===== config.mk =====
export PLATFORM = sky130hd
export DESIGN_NAME = periph_bus_arbiter
export DESIGN_NICKNAME = d
export VERILOG_FILES = /design/src/rtl/periph_bus_arbiter_pkg.sv /design/src/rtl/periph_bus_arbiter_timeout_ctr.sv /design/src/rtl/periph_bus_arbiter.sv
export SDC_FILE = /design/constraint.sdc
export NUM_CORES = 1
export LEC_CHECK = 0
export CAP_MARGIN = 20
export CORE_MARGIN = 3
export CORE_UTILIZATION = 22
export DETAILED_ROUTE_END_ITERATION = 10
export PLACE_DENSITY = 0.91
export SETUP_SLACK_MARGIN = 0.2
export SYNTH_ARGS = -nofsm -noshare
export SYNTH_HDL_FRONTEND = slang
export SYNTH_SLANG_ARGS = --single-unit
export TNS_END_PERCENT = 100

===== constraint.sdc =====
create_clock -name clk -period 3.6 [get_ports clk]
set_input_delay 0.9 -clock clk [delete_from_list [all_inputs] [get_ports clk]]
set_output_delay 0.9 -clock clk [all_outputs]
set_load 0.005 [all_outputs]

===== src/rtl/periph_bus_arbiter_pkg.sv =====
// Shared peripheral-bus definitions: arbiter state encodings, default bus widths, master ids
// and the round-robin pick function used by periph_bus_arbiter.
package periph_bus_arbiter_pkg;

    localparam int PERIPH_AW = 8;
    localparam int PERIPH_DW = 16;

    localparam logic [1:0] ARB_IDLE   = 2'd0;
    localparam logic [1:0] ARB_GRANT0 = 2'd1;
    localparam logic [1:0] ARB_GRANT1 = 2'd2;

    localparam logic MASTER_CPU = 1'b0;
    localparam logic MASTER_DMA = 1'b1;

    // Grant target from IDLE; on contention the master that was not served last wins.
    function automatic logic [1:0] arb_pick(input logic req0, input logic req1, input logic last);
        logic [1:0] pick;
        case ({req0, req1})
            2'b10:   pick = ARB_GRANT0;
            2'b01:   pick = ARB_GRANT1;
            2'b11:   pick = (last == MASTER_DMA) ? ARB_GRANT0 : ARB_GRANT1;
            default: pick = ARB_IDLE;
        endcase
        return pick;
    endfunction

endpackage


===== src/rtl/periph_bus_arbiter_timeout_ctr.sv =====
// GRANT-phase watchdog for periph_bus_arbiter: counts un-acked grant cycles and flags expiry.
// Only instantiated when ARB_TIMEOUT_EN is defined.
module arb_timeout_ctr #(
    parameter int TIMEOUT_CYCLES = 15,
    parameter int TW             = 4
) (
    input  logic clk,
    input  logic rst,
    input  logic clear,
    input  logic count_en,
    output logic expired
);

    logic [TW-1:0] count_r;

    assign expired = (count_r == TW'(TIMEOUT_CYCLES - 1));

    // Cleared outside GRANT so every grant starts at zero; holds once expired.
    always_ff @(posedge clk) begin
        if (rst) begin
            count_r <= {TW{1'b0}};
        end else if (clear) begin
            count_r <= {TW{1'b0}};
        end else if (count_en && !expired) begin
            count_r <= count_r + {{(TW-1){1'b0}}, 1'b1};
        end else begin
            count_r <= count_r;
        end
    end

endmodule


===== src/rtl/periph_bus_arbiter.sv =====
// Two-master round-robin arbiter for the peripheral bus (M0 = cpu, M1 = dma), one transfer per grant.
// Optional GRANT timeout enabled by defining ARB_TIMEOUT_EN.
import periph_bus_arbiter_pkg::*;

module periph_bus_arbiter #(
    parameter int AW             = PERIPH_AW,
    parameter int DW             = PERIPH_DW,
    parameter int TIMEOUT_CYCLES = 15
) (
    input  logic          clk,
    input  logic          rst,
    input  logic          m0_req,
    input  logic          m0_we,
    input  logic [AW-1:0] m0_addr,
    input  logic [DW-1:0] m0_wdata,
    output logic [DW-1:0] m0_rdata,
    output logic          m0_ack,
    output logic          m0_err,
    input  logic          m1_req,
    input  logic          m1_we,
    input  logic [AW-1:0] m1_addr,
    input  logic [DW-1:0] m1_wdata,
    output logic [DW-1:0] m1_rdata,
    output logic          m1_ack,
    output logic          m1_err,
    output logic          s_sel,
    output logic          s_we,
    output logic [AW-1:0] s_addr,
    output logic [DW-1:0] s_wdata,
    input  logic [DW-1:0] s_rdata,
    input  logic          s_ack
);

    logic [1:0] state_r;
    logic [1:0] state_nxt_s;
    logic       last_r;
    logic       last_nxt_s;
    logic       gnt0_s;
    logic       gnt1_s;
    logic       expire_s;
    logic       tmo0_s;
    logic       tmo1_s;

    assign gnt0_s = (state_r == ARB_GRANT0);
    assign gnt1_s = (state_r == ARB_GRANT1);

`ifdef ARB_TIMEOUT_EN
    arb_timeout_ctr #(
        .TIMEOUT_CYCLES (TIMEOUT_CYCLES),
        .TW             (4)
    ) u_timeout_ctr (
        .clk      (clk),
        .rst      (rst),
        .clear    (!(gnt0_s || gnt1_s)),
        .count_en ((gnt0_s || gnt1_s) && !s_ack),
        .expired  (expire_s)
    );

    // A slave ack in the expiry cycle wins; a withdrawn request aborts silently instead.
    assign tmo0_s = gnt0_s && expire_s && !s_ack && m0_req;
    assign tmo1_s = gnt1_s && expire_s && !s_ack && m1_req;
    assign m0_err = tmo0_s;
    assign m1_err = tmo1_s;
`else
    assign expire_s = 1'b0;
    assign tmo0_s   = expire_s;
    assign tmo1_s   = expire_s;
    assign m0_err   = 1'b0;
    assign m1_err   = 1'b0;
`endif

    // Next-state and last-granted tracking.
    always_comb begin
        state_nxt_s = state_r;
        last_nxt_s  = last_r;
        case (state_r)
            ARB_IDLE: begin
                state_nxt_s = arb_pick(m0_req, m1_req, last_r);
            end
            ARB_GRANT0: begin
                if (s_ack || tmo0_s) begin
                    state_nxt_s = ARB_IDLE;
                    last_nxt_s  = MASTER_CPU;
                end else if (!m0_req) begin
                    state_nxt_s = ARB_IDLE;
                end else begin
                    state_nxt_s = ARB_GRANT0;
                end
            end
            ARB_GRANT1: begin
                if (s_ack || tmo1_s) begin
                    state_nxt_s = ARB_IDLE;
                    last_nxt_s  = MASTER_DMA;
                end else if (!m1_req) begin
                    state_nxt_s = ARB_IDLE;
                end else begin
                    state_nxt_s = ARB_GRANT1;
                end
            end
            default: begin
                state_nxt_s = ARB_IDLE;
            end
        endcase
    end

    // State registers; reset leaves M1 as last so M0 takes the first contention.
    always_ff @(posedge clk) begin
        if (rst) begin
            state_r <= ARB_IDLE;
            last_r  <= MASTER_DMA;
        end else begin
            state_r <= state_nxt_s;
            last_r  <= last_nxt_s;
        end
    end

    // Slave-side request mux; everything reads as zero while no grant is active.
    always_comb begin
        s_sel   = 1'b0;
        s_we    = 1'b0;
        s_addr  = {AW{1'b0}};
        s_wdata = {DW{1'b0}};
        if (gnt0_s) begin
            s_sel   = 1'b1;
            s_we    = m0_we;
            s_addr  = m0_addr;
            s_wdata = m0_wdata;
        end else if (gnt1_s) begin
            s_sel   = 1'b1;
            s_we    = m1_we;
            s_addr  = m1_addr;
            s_wdata = m1_wdata;
        end else begin
            s_sel   = 1'b0;
        end
    end

    // Master-side response demux; a timed-out transfer returns zero data.
    always_comb begin
        m0_ack   = 1'b0;
        m1_ack   = 1'b0;
        m0_rdata = {DW{1'b0}};
        m1_rdata = {DW{1'b0}};
        if (gnt0_s) begin
            m0_ack   = s_ack || tmo0_s;
            m0_rdata = tmo0_s ? {DW{1'b0}} : s_rdata;
        end else if (gnt1_s) begin
            m1_ack   = s_ack || tmo1_s;
            m1_rdata = tmo1_s ? {DW{1'b0}} : s_rdata;
        end else begin
            m0_ack   = 1'b0;
        end
    end

endmodule


# ---- After elaboration in Yosys (flattened, before gate mapping)
# Cells that the tools add are included.
dict set report word_totals {
  output_inout_bits 62
  reg_bits 3
}
dict set report op_classes {
  muxes 24
  n_reduce_logical 3
  eq_ne 7
}
# cell n
set op_table {}
lappend op_table {{2-to-1 mux 16 bit} 5}
lappend op_table {{2-to-1 mux 8 bit} 2}
lappend op_table {{one-hot mux 2 bit (3 select lines)} 2}
lappend op_table {{2-to-1 mux 1 bit} 11}
lappend op_table {{equality test 2 bit, second input constant} 3}
lappend op_table {{2-to-1 mux 2 bit} 3}
lappend op_table {{equality test 2 x 1 -> 1 bit, second input constant} 2}
lappend op_table {{inequality test 2 bit, second input constant} 2}
lappend op_table {{AND reduction 3 bit} 1}
lappend op_table {{logical NOT 2 bit} 1}
lappend op_table {{one-hot mux 1 bit (2 select lines)} 1}
lappend op_table {{nonzero test 2 bit} 1}

# ---- Logic depth before layout (Yosys ltp)
dict set report logic_depth {
  ltp_word 3
  ltp_mapped 7
  mapped_depth_nobuf 5
}

# ---- Worst setup path after synthesis
# OpenSTA, ideal clock, no wires.
dict set report synth_path {
  kind {register to output}
  from {register state_r[1]}
  to {output s_addr[0]}
  slack_ns 1.549
  path_buffers 3
  arrival_ns 1.151
  stages_incl_launch_ff 8
  cell_sequence {dfxtp_1 > inv_1 > ha_1 > buf_6 > nor2b_4 > buf_6 > buf_6 > a22o_1}
}
dict set report synth_between {
  elab_chain_len 3
  elab_cells_between_ends 4
  classes_between {2 x eq/ne; 2 x mux}
}
# element line
set synth_rtl {}
lappend synth_rtl {{start, declared} periph_bus_arbiter.sv:34} ;# logic [1:0] state_r;
lappend synth_rtl {{start signal, assigned} periph_bus_arbiter.sv:112} ;# state_r <= state_nxt_s;
lappend synth_rtl {{equality test 2 bit} periph_bus_arbiter.sv:45} ;# assign gnt1_s = (state_r == ARB_GRANT1);
lappend synth_rtl {{2-to-1 mux 8 bit} periph_bus_arbiter.sv:128} ;# end else if (gnt1_s) begin
lappend synth_rtl {{2-to-1 mux 8 bit (*)} periph_bus_arbiter.sv:123} ;# if (gnt0_s) begin
lappend synth_rtl {{end, declared} periph_bus_arbiter.sv:28} ;# output logic [AW-1:0] s_addr,
# Every way passes the cells marked *; elsewhere a longest branch is shown, timed or not.

# ---- Worst setup path after layout
dict set report layout_path {
  from {register state_r[0]}
  to {output s_wdata[0]}
}
dict set report layout_between {
  elab_chain_len 3
  elab_cells_between_ends 4
  classes_between {2 x eq/ne; 2 x mux}
}
# element line
set layout_rtl {}
lappend layout_rtl {{equality test 2 bit} periph_bus_arbiter.sv:45}
lappend layout_rtl {{named net gnt1_s} periph_bus_arbiter.sv:39} ;# logic gnt1_s;
lappend layout_rtl {{2-to-1 mux 16 bit} periph_bus_arbiter.sv:128}
lappend layout_rtl {{2-to-1 mux 16 bit} periph_bus_arbiter.sv:123}
lappend layout_rtl {{end, declared} periph_bus_arbiter.sv:29} ;# output logic [DW-1:0] s_wdata,
# The timed path passes the listed nets, and every way through them passes these cells.

==> reports/summary.log <==
[place] placed inst area 2020 µm²
[pwr] portion of total power attributed to the clock network 20.5%
[timing] unrepaired setup endpoints after global routing no
[clocking] H-tree levels 1
[worst_setup_path] source of the worst register-to-register timing path state_r[1]$_SDFF_PP0_
[clocking] number of CTS-inserted buffers 3
[floorplanning] area of the core region 3130 µm²
[timing] maximum operating frequency 0.324 GHz
[floorplanning] # rows 20
[clocking] number of clock sinks 3
[floorplanning] area of the die 4090 µm²
[timing] number of hold-slack violations in the final timing report 0
[grt] GR Util All Layers 17.5%
[worst_setup_path] r2r setup slk 2080 ps
[worst_hold_path] Hold Path Depth 2
[pwr] leakage dissipation 0.794 nW
[cells_and_area] area added between synthesis and finish 178%
[worst_setup_path] worst r2r dst state_r[0]$_SDFF_PP0_
[worst_setup_path] worst-path maximum fanout 24
[cells_and_area] diode insertion count for antenna repair 0
[floorplanning] die height 63.9 µm
[pwr] share of power burned in registers 11.8%
[timing] max-slew violation count 0
[clocking] post-CTS repair timing setup buffer count 0
[place] cell total after placement 258
[logic_synthesis] total number of yosys warnings 0
[pwr] switch share 27.2%
[worst_setup_path] critical path launch point type flip-flop
[routing] DRC 0
[cells_and_area] share of cells above drive strength 1 3.21%
[logic_synthesis] flip-flop and latch count after synthesis 3
[clocking] Clock transition at path regs 40 ps
[outcome] result of the run finished, final reports clean
[place] number of buffers added on ports 130
[worst_setup_path] number of cell instances on the worst register-to-register path 6
[pwr] sum of internal, switching and leakage power 0.315 mW
[worst_setup_path] start-to-end type of the worst setup path reg -> out
[grt] wire length of the first global-routing pass 5730 µm
[cells_and_area] register cell area after layout 60.1 µm²
[routing] average routed wire per standard cell 14.1 µm
[cells_and_area] Multi-input gate area 569 µm²
[worst_setup_path] endpoint required time on the critical path 2700 ps
[clocking] Resized cells post-CTS 0
[logic_synthesis] number of standard cells after synthesis 93
[timing] Setup TNS 0 ps
[worst_setup_path] Critical Path AT 2180 ps
[logic_synthesis] total standard cell area after synthesis 738 µm²
[logic_synthesis] Seq/Total Area, Yosys 8.14%
[timing] final critical delay including setup and external delays 3080 ps
[worst_setup_path] type of element capturing the critical path output port
[timing] period utilisation layout 85.6%
[cells_and_area] Cell Count, Final, Fillers Out 262
[worst_hold_path] source of the worst hold timing path last_r$_SDFFE_PP1P_
[worst_hold_path] Worst Hold Path EP last_r$_SDFFE_PP1P_
[run] max-cap check violation count 0
[routing] via count 1,137
[cells_and_area] layout net count 294
[grt] total grt overflow 0
[clocking] root cell of the clock tree clkbuf_4
[pwr] combinational group share of total power 67.7%
[pwr] internal power contribution 0.229 mW
[clocking] clock tree from TritonCTS done
[floorplanning] overall die width 63.9 µm
[logic_synthesis] post-synthesis area per instance 7.94 µm²
[routing] post-route antenna net violation count 0
[timing] final-layout worst hold slack 490 ps
[routing] routed wire length 3690 µm
[cells_and_area] Fillers 272
[pwr] switching power total 0.0856 mW
[place] pre-CTS setup slack 587 ps
[grt] largest net degree at the start of global routing 44
[routing] iteration count of the initial detailed-routing pass 4
[routing] iteration-0 DRC count of the detailed router 35
[clocking] maximum buffer depth of the clock tree 2
[pwr] power density over cell area 154 nW/µm²
[floorplanning] number of top-level pins 133
[clocking] clock latency reported for the late side of the worst-skew pair 250 ps
[cells_and_area] fin util 65.6%
[timing] number of setup violations in the final report 0
[place] final estimated routing congestion in global placement 0.707
[clocking] number of buffers inserted for hold repair after clock tree synthesis 0
[grt] initial antenna violation count 0
[place] Detailed Place HPWL 3010 µm
[pwr] worst ir drop on vdd 180 µV
[floorplanning] effective utilization at floorplan 23.6%
[cells_and_area] final instance area 2050 µm²
[routing] via-per-instance ratio 4.34
[grt] via count of the first global-routing pass 1,104
[worst_hold_path] Tightest Hold Check Type reg -> reg
[timing] Worst Skew 0.734 ps
[timing] final worst slack 518 ps
[logic_synthesis] synth unique cells 18
[cells in the final DEF, fill, tap and decap left out]
cell type          n
nor2b_1            2
a22o_1            25
buf_12             1
buf_4              1
nand2_1            1
ha_1               4
nand2b_1           1
dfxtp_1            3
nor4b_2            1
o21ai_0            1
nor2b_4            1
clkbuf_4           3
a21oi_1            3
clkbuf_1           1
clkdlybuf4s50_1  130
nor4b_1            1
conb_1             2
inv_1              3
and2_1            34
[cell type report]
type,count,area share (%)
multi-input combinational,76,27.8
clock buffer,4,1.28
tap,44,2.68
sequential,3,2.93
timing repair buffer,132,64.8
inverter,3,0.549
[worst max path at each step]
stage / from / to / slack [ps]
after floorplan: state_r[1]$_SDFF_PP0_ / s_addr[0] / 1550
after global placement: s_ack / m1_ack / 610
after detailed placement: s_ack / m1_ack / 590
after CTS: state_r[0]$_SDFF_PP0_ / s_wdata[1] / 490
after global routing: state_r[1]$_SDFF_PP0_ / s_wdata[3] / 360
final: state_r[0]$_SDFF_PP0_ / s_wdata[0] / 520
[critical path, cell delays in order (launching register included)]
cell and delay, ps:
dfxtp_1 320, inv_1 80, ha_1 200, nor2b_4 460
buf_12 210, a22o_1 130, clkdlybuf4s50_1 510
[cell usage after synthesis (all sizes together)]
cell / n / area [µm²]
a21oi: 3 / 15.0
a22o: 25 / 219
and2: 34 / 213
buf: 11 / 97.6
clkbuf: 1 / 3.75
conb: 1 / 3.75
dfxtp: 3 / 60.1
ha: 4 / 50.1
inv: 3 / 11.3
nand2: 1 / 3.75
nand2b: 1 / 6.26
nor2b: 3 / 26.3
nor4b: 2 / 23.8
o21ai: 1 / 5.00
[sequential cells by signal (all words and copies together), names as in the netlist]
register  count
last_r        1
state_r       2
[routing by layer]
layer	part of all wire, %	vias up	routed length [µm]	GRT usage, %
met2	55	55	2030	33.9
met4	0.81	0	30	4.85
met5	0	-	0	0
li1	-	571	-	-
met3	8.5	3	314	3.87
met1	36	508	1310	18.4
[power by group through the flow]
stage / Clock [mW] / Sequential, mW / Combinational (mW)
after floorplan: 0 / 0.0372 / 0.0661
after global placement: 0 / 0.0375 / 0.210
after detailed placement: 0 / 0.0377 / 0.214
after CTS: 0.0670 / 0.0371 / 0.215
after global routing: 0.0706 / 0.0373 / 0.229
final: 0.0647 / 0.0370 / 0.213
[cell families after synthesis]
| logic type | Yosys count | synth area share [%] |
|---|---|---|
| DFF | 3 | 8.14 |
| and+or+nand+nor | 41 | 36.9 |
| AOI/OAI and AO/OA | 29 | 32.4 |
| other | 1 | 0.508 |
| adders and majority gates | 4 | 6.78 |
| buffers and inverters | 15 | 15.3 |
(Power assumes the default switching activity.)
==> variant, RTL diff (same flow settings) <==
Change the package constant `PERIPH_AW` from 8 to 9.
--- a/src/rtl/periph_bus_arbiter_pkg.sv
+++ b/src/rtl/periph_bus_arbiter_pkg.sv
@@ -2,7 +2,7 @@
 // and the round-robin pick function used by periph_bus_arbiter.
 package periph_bus_arbiter_pkg;
 
-    localparam int PERIPH_AW = 8;
+    localparam int PERIPH_AW = 9;
     localparam int PERIPH_DW = 16;
 
     localparam logic [1:0] ARB_IDLE   = 2'd0;
Interface: changed (resized m0_addr, m1_addr and s_addr); port bits go from 133 to 136. No check against the original RTL was run, so the function may have changed too.
==> variant against the original RTL <==
Sequential cell count did not move. Highest routed layer is now met3. Wire length down 1.9%. Count of clock-buffer cells in the layout did not move. Design area rose by 1.3%. Setup slack worse by 0.023 ns. Largest cell class unchanged. Area after synthesis rose by 1.2%. Sequential share of layout area about the same. Critical endpoint is now m1_rdata[2]. Total power is 1.1% lower. Hold slack worse by 0.0014 ns. Sequential power about the same.
==> variant: results (changes against the original RTL) <==
Global routing
  – Largest net degree at the start of global routing: 45 (+2.3%)
  – Global Route met1 Usage: 0.177 (-0.00656)
  – First-pass GRT wire length: 5660 um (-1.1%)
  – Global routing usage on met2: 0.330 (-0.00946)
  – Total Routing Usage GR: 0.168 (-0.00646)
  – Global routing met3 resource utilization: 0.0492 (+0.0105)
  – Vias in the first global route: 1134 (+2.7%)

Pwr
  – Power density cells: 150 nW/um^2 (-2.4%)
  – Leakage power total: 0.806 nW (+1.5%)
  – Reported clock group power: 59.7 uW (-7.7%)
  – Maximum vdd ir drop: 0.183 mV (+1.7%)
  – Power share of the combinational group: 0.689 (+0.012)
  – Net Sw Frac: 0.258 (-0.0142)

Placement
  – Post-DP HPWL: 3090 um (+2.7%)
  – Routability congestion estimate from global placement: 0.751 (+6.2%)
  – Post-placement cell area: 2050 um^2 (+1.3%)
  – Count of port buffers added during placement: 133 (+2.3%)

Synthesis
  – Post-synthesis compound-gate area fraction: 0.332 (+0.00793)
  – Post-synthesis adder-cell area fraction: 0.0670 (-0.000795)
  – Ranking of synthesized cells by area: a22o_1 30%, and2_1 28%, buf_6 9.0%
  – Part of the Yosys area used for sequential elements: 0.0804 (-0.000954)
  – Post-synth top cells: 34 x and2_1, 26 x a22o_1, 6 x buf_6

Route
  – Routed length on met3: 327 um (+4.1%)
  – Post-route met1 wirelength: 1290 um (-2.0%)
  – Via Count: 1163 (+2.3%)
  – Routed met2 length: 2000 um (-1.3%)
  – 1st-pass router iterations: 2 (-2)
  – Violation count after the first detailed-route iteration: 25 (-29%)
  – Highest metal used: met3
  – Wire length reported by the detailed router: 3620 um (-1.9%)

Final layout
  – Total of fill cells in the finished design: 278 (+2.2%)
  – # nets final: 300 (+2.0%)

Critical path
  – Timing endpoint of the critical path: m1_rdata[2]
  – FF-to-FF setup slack: 2.10 ns (+0.02 ns)

Run status
  – Result of the run: finished, final reports clean

Clock tree
  – Clock latency on the worst-skew pair: 0.23 ns (-0.02 ns)
## variant: changes by cell type in the layout (fill, tap and decap cells not counted)
cell,delta
clkdlybuf4s50_1,+3
a22o_1,+1
buf_12,-1
buf_4,+1
## variant: stage by stage
stage / setup slack (ns) / util / instances / hold slack [ns]
floorplan: 1.54 / - / 95 / 0.450
global placement: 0.588 / 0.650 / 262 / 0.474
detailed placement: 0.581 / 0.650 / 262 / 0.484
CTS: 0.437 / 0.659 / 266 / 0.490
global route: 0.286 / 0.659 / 266 / 0.515
finish: 0.495 / 0.659 / 266 / 0.488
## variant: critical path: stages (launching register included)
cell and delay [ns]:
dfxtp_1 0.32, inv_1 0.09, ha_1 0.21, nor2b_4 0.33, buf_4 0.34, and2_1 0.18, clkdlybuf4s50_1 0.50
## variant: area by class of cell
cell class,count,share of cell area
sequential,3,0.0289
timing repair buffer,135,0.648
inverter,3,0.00542
multi-input combinational,77,0.278
clock buffer,4,0.0127
tap,44,0.0265
